## config.mk

```make
export PLATFORM = sky130hd
export DESIGN_NAME = rs_syndrome_sequencer
export DESIGN_NICKNAME = d
export VERILOG_FILES = /design/src/rtl/rs_syndrome_sequencer.sv
export SDC_FILE = /design/constraint.sdc
export NUM_CORES = 1
export LEC_CHECK = 0
export CAP_MARGIN = 15
export CORE_MARGIN = 4
export CORE_UTILIZATION = 47
export DETAILED_ROUTE_END_ITERATION = 16
export HOLD_SLACK_MARGIN = 0.03
export PLACE_DENSITY = 0.79
export SYNTH_ARGS = -nofsm -noshare
export SYNTH_HDL_FRONTEND = slang
export SYNTH_SLANG_ARGS = --single-unit
```

## constraint.sdc

```tcl
create_clock -name clk -period 2.05 [get_ports clk]
set_input_delay 0.41 -clock clk [delete_from_list [all_inputs] [get_ports clk]]
set_output_delay 0.41 -clock clk [all_outputs]
set_load 0.01 [all_outputs]
```

## src/rtl/rs_syndrome_sequencer.sv

```systemverilog
// Serial RS(18,16) syndrome generator: S1/S2 by Horner's rule,
// one symbol per clock through two shared GF(2^8) mul/add pairs.
module rs_syndrome_sequencer #(
  parameter int N = 18,
  parameter int SYMBOL_WIDTH = 8,
  parameter logic [SYMBOL_WIDTH-1:0] ROOT1 = 8'h02,
  parameter logic [SYMBOL_WIDTH-1:0] ROOT2 = 8'h04,
  parameter logic [SYMBOL_WIDTH:0] POLY = 9'h11D
) (
  input  logic                      clk,
  input  logic                      rst_n,
  input  logic                      in_valid,
  output logic                      in_ready,
  input  logic [N*SYMBOL_WIDTH-1:0] v,
  output logic                      out_valid,
  input  logic                      out_ready,
  output logic [SYMBOL_WIDTH-1:0]   s1,
  output logic [SYMBOL_WIDTH-1:0]   s2,
  output logic                      err_detected,
  output logic                      busy
);

  localparam int SW = SYMBOL_WIDTH;
  localparam int IDX_W = $clog2(N);

  typedef enum logic [1:0] {
    IDLE,
    CALC,
    DONE
  } state_t;

  state_t state;
  state_t state_nx;

  logic [SW-1:0]    cw [N];
  logic [SW-1:0]    acc1;
  logic [SW-1:0]    acc2;
  logic [IDX_W-1:0] idx;
  logic [SW-1:0]    sym;
  logic [SW-1:0]    mul1;
  logic [SW-1:0]    mul2;
  logic             accept;

  // Shift-and-add multiply, reducing by POLY on every carry out.
  function automatic logic [SW-1:0] gf_mul(
    input logic [SW-1:0] a,
    input logic [SW-1:0] b
  );
    logic [SW-1:0] p;
    logic [SW-1:0] x;
    p = '0;
    x = a;
    for (int k = 0; k < SW; k++) begin
      if (b[k]) p = p ^ x;
      if (x[SW-1]) x = (x << 1) ^ POLY[SW-1:0];
      else x = x << 1;
    end
    return p;
  endfunction

  assign sym  = cw[idx];
  assign mul1 = gf_mul(acc1, ROOT1);
  assign mul2 = gf_mul(acc2, ROOT2);

  assign accept = (state == IDLE) && in_valid;

  always_ff @(posedge clk or negedge rst_n) begin
    if (!rst_n) state <= IDLE;
    else state <= state_nx;
  end

  always_comb begin
    state_nx  = state;
    in_ready  = 1'b0;
    out_valid = 1'b0;
    busy      = 1'b0;
    unique case (state)
      IDLE: begin
        in_ready = 1'b1;
        if (in_valid) state_nx = CALC;
      end
      CALC: begin
        busy = 1'b1;
        if (idx == '0) state_nx = DONE;
      end
      DONE: begin
        busy      = 1'b1;
        out_valid = 1'b1;
        if (out_ready) state_nx = IDLE;
      end
      default: state_nx = IDLE;
    endcase
  end

  // Highest symbol first, so the last step adds v_0 unscaled.
  always_ff @(posedge clk or negedge rst_n) begin
    if (!rst_n) begin
      idx  <= '0;
      acc1 <= '0;
      acc2 <= '0;
      for (int k = 0; k < N; k++) cw[k] <= '0;
    end else if (accept) begin
      idx  <= IDX_W'(N - 1);
      acc1 <= '0;
      acc2 <= '0;
      for (int k = 0; k < N; k++) cw[k] <= v[k*SW +: SW];
    end else if (state == CALC) begin
      acc1 <= mul1 ^ sym;
      acc2 <= mul2 ^ sym;
      if (idx != '0) idx <= idx - 1'b1;
    end
  end

  assign s1 = acc1;
  assign s2 = acc2;
  assign err_detected = (acc1 != '0) || (acc2 != '0);

endmodule
```

==> impl_results.md, run 1 <==
- Status: finished with violations
- Failing checks: setup timing
- Period utilization: 108.3%
- TritonCTS clock tree: yes
- Total CTS buffers: 17
- PD cells: 1500 nW/um^2
- Synthesized area per cell: 8.844 um^2
- Count of flip-flops with a built-in enable after synthesis: 0
- Router iterations before antenna repair: 6
- Row count: 47
- Final Core Density: 67.99%
- DR WL/cell: 17.69 um
- Max transition margin: 54.58%
- Least-Margin Pin Slew: 680.0 ps
- Total area of sequential cells: 4185 um^2
- CP Launch Type: flip-flop
- Fin. max-slew vios: 0
- Crit Path Category: reg2reg
- Most frequent cells in the layout: nand2_1, dfrtp_1, clkdlybuf4s50_1
- Ys async rst share: 100.0%
- Layout area overhead: 41.24%
- Final setup vio count: 9
- Initial antenna violation count: 1
- Synth area leaders: dfrtp_1, nand2_1, mux2i_1
- CTS clk-pin slew, worst paths: 70 ps
- Pin count of the biggest net entering global routing: 88
- Most common cell after layout, fill and taps aside: nand2_1
- Post-synthesis cell count: 909
- Later-pin clock latency in the skew report: 440 ps
- Vias in the first global route: 7123
- Core area: 16700 um^2
- CP required: 2390 ps
- Die Y: 138.8 um
- I/O Pins: 168
- Port Buffers: 167
- YS warnings: 0
- Clock skew: 7.002 ps
- Hpwl dp: 16.73 mm
- Syn nets: 1063
- Final hold violations: 0
- Clock root cell: clkbuf_16
- Most used DFF post-synth: dfrtp_1
- Starting density of the core: 48.13%
- Area leader, netlist: dfrtp_1
- Setup repair after global routing missed its margin: yes
- Post-synthesis cell type count: 47
- Number of fill cells: 1303
- FF+latch count, synth: 167
- Vias: 7243
- Post-DRT Antenna Nets: 0
- # nets final: 1270
- DRC Markers: 0
- Peak Freq: 450.4 MHz
- Gr ovfl total: 0
- Peak VDD IR: 0.9063 mV
- Sequential area share after synthesis: 51.98%
- First-pass GRT wire length: 37.43 mm
- Gpl congestion: 0.8889
- Worst Path Max Fanout: 7
- WL final: 23.88 mm
- Leakage: 5.618 nW
- Multi-input gate area: 3800 um^2
- Ratio of cells with drive above 1 in the final layout: 14.70%
- Yosys top cell area share: 51.98%
- Crit path arrival time: 2560 ps
- Power Total: 17.03 mW
- Via density: 5.365
- Post-Syn Area: 8039 um^2
- Die Width: 138.8 um
- Longest Clk Path Bufs: 2
- DR iter-0 viols: 815
- DIE AREA: 19260 um^2
- H-tree level count: 4
- GRT Total Usage: 24.32%
- Worst setup margin: -170.1 ps
- Crit end category: flip-flop
- Hold crit path type: in2async
- Max_cap viols: 0
- Tmin final: 2220 ps
- CTS sink count: 167
worst paths after layout:
path	from	end	slack, ps	cells after the start
min in group clk	cw[91]	cw[91]	480	2
max	idx[0]	s1[0]	-170	6
min	rst_n	cw[70]	430	2
min reg2reg	cw[91]	cw[91]	480	2
max in group asynchronous	rst_n	s2[3]	1020	3
max reg2reg	idx[0]	s1[0]	-170	6
sequential cells by signal, summed over array words and instances (netlist names):
| name | flops |
|---|---|
| state | 2 |
| cw | 144 |
| s1 | 8 |
| idx | 5 |
| s2 | 8 |
cells in the mapped netlist (8+ instances only):
library cell    n
clkbuf_1       38
o31ai_1         9
or4_1           8
nand2_1       452
xnor2_1         9
a21oi_1         9
mux2i_1        55
a32o_1          8
inv_1           8
nand3_1        14
o22ai_1        12
dfrtp_1       167
a22oi_1         8
nor2_1         15
metrics by stage:
stage	hold WS [ps]	area (um^2)	setup TNS [ps]	worst slack (ps)	cells
floorplan	114.4	8084	-5.170	-0.8824	909
global route	474.6	11350	-1730	-245.6	1349
detailed placement	339.9	10350	-1214	-185.3	1304
global placement	337.3	10350	-765.4	-116.7	1304
finish	434.3	11350	-1126	-170.1	1350
CTS	439.8	11150	-1267	-152.6	1345
where the power goes:
| group | switching, mW | internal [mW] |
|---|---|---|
| Clock | 1.44 | 1.86 |
| Sequential | 1.16 | 4.83 |
| Combinational | 4.04 | 3.71 |
routing by layer:
| layer | wire, um | vias to the layer above | part of all wire, % | GRT usage (%) |
|---|---|---|---|---|
| met2 | 11390 | 321 | 48 | 38.02 |
| met3 | 1835 | 43 | 7.7 | 6.448 |
| met4 | 474 | 0 | 2.0 | 7.261 |
| li1 | - | 3404 | - | - |
| met1 | 10180 | 3475 | 43 | 33.63 |
| met5 | 0 | - | 0 | 0 |
kinds of logic (layout without fill, tap and decap cells):
group,Yosys count,after routing,share of synthesized area [%]
and+or+nand+nor,525,525,26.23
DFF,167,167,51.98
AOI/OAI and AO/OA,75,75,6.817
muxes,64,64,9.323
buffers and inverters,61,281,3.517
xor gates and xnor gates,11,11,1.199
adders and majority gates,6,6,0.9338
other,0,1,0
worst max-delay path, stage by stage, from the launching register on:
cell     delay [ps]
dfrtp_4         500
buf_6           150
buf_6            90
mux4_2          480
a22o_1          220
or4_1           410
a32o_1          260
area by class of cell:
cell class                      count  area share [%]
Inverter                            8          0.2865
Multi-Input combinational cell    681           33.47
Clock inverter                     14           1.421
Tap cell                          220           2.424
Antenna cell                        1         0.02204
Clock buffer                       18           3.868
Sequential cell                   167           36.86
Timing Repair Buffer              241           21.65
what timing repair did:
item,in CTS,in global routing
hold buffers,1,0
buffers inserted,6,2
cloned,2,2
hold endpoints to repair,33,0
pin swaps,10,14
gates resized for setup,32,35
setup endpoints to repair,18,21
Power figures use the tool's default switching activity.
==> inputs of run 2 (changes only) <==
Settings changed: CTS_CLUSTER_DIAMETER set to 200.
==> results of run 2 <==
The final DEF is identical to that of run 1; final timing and power are the same.
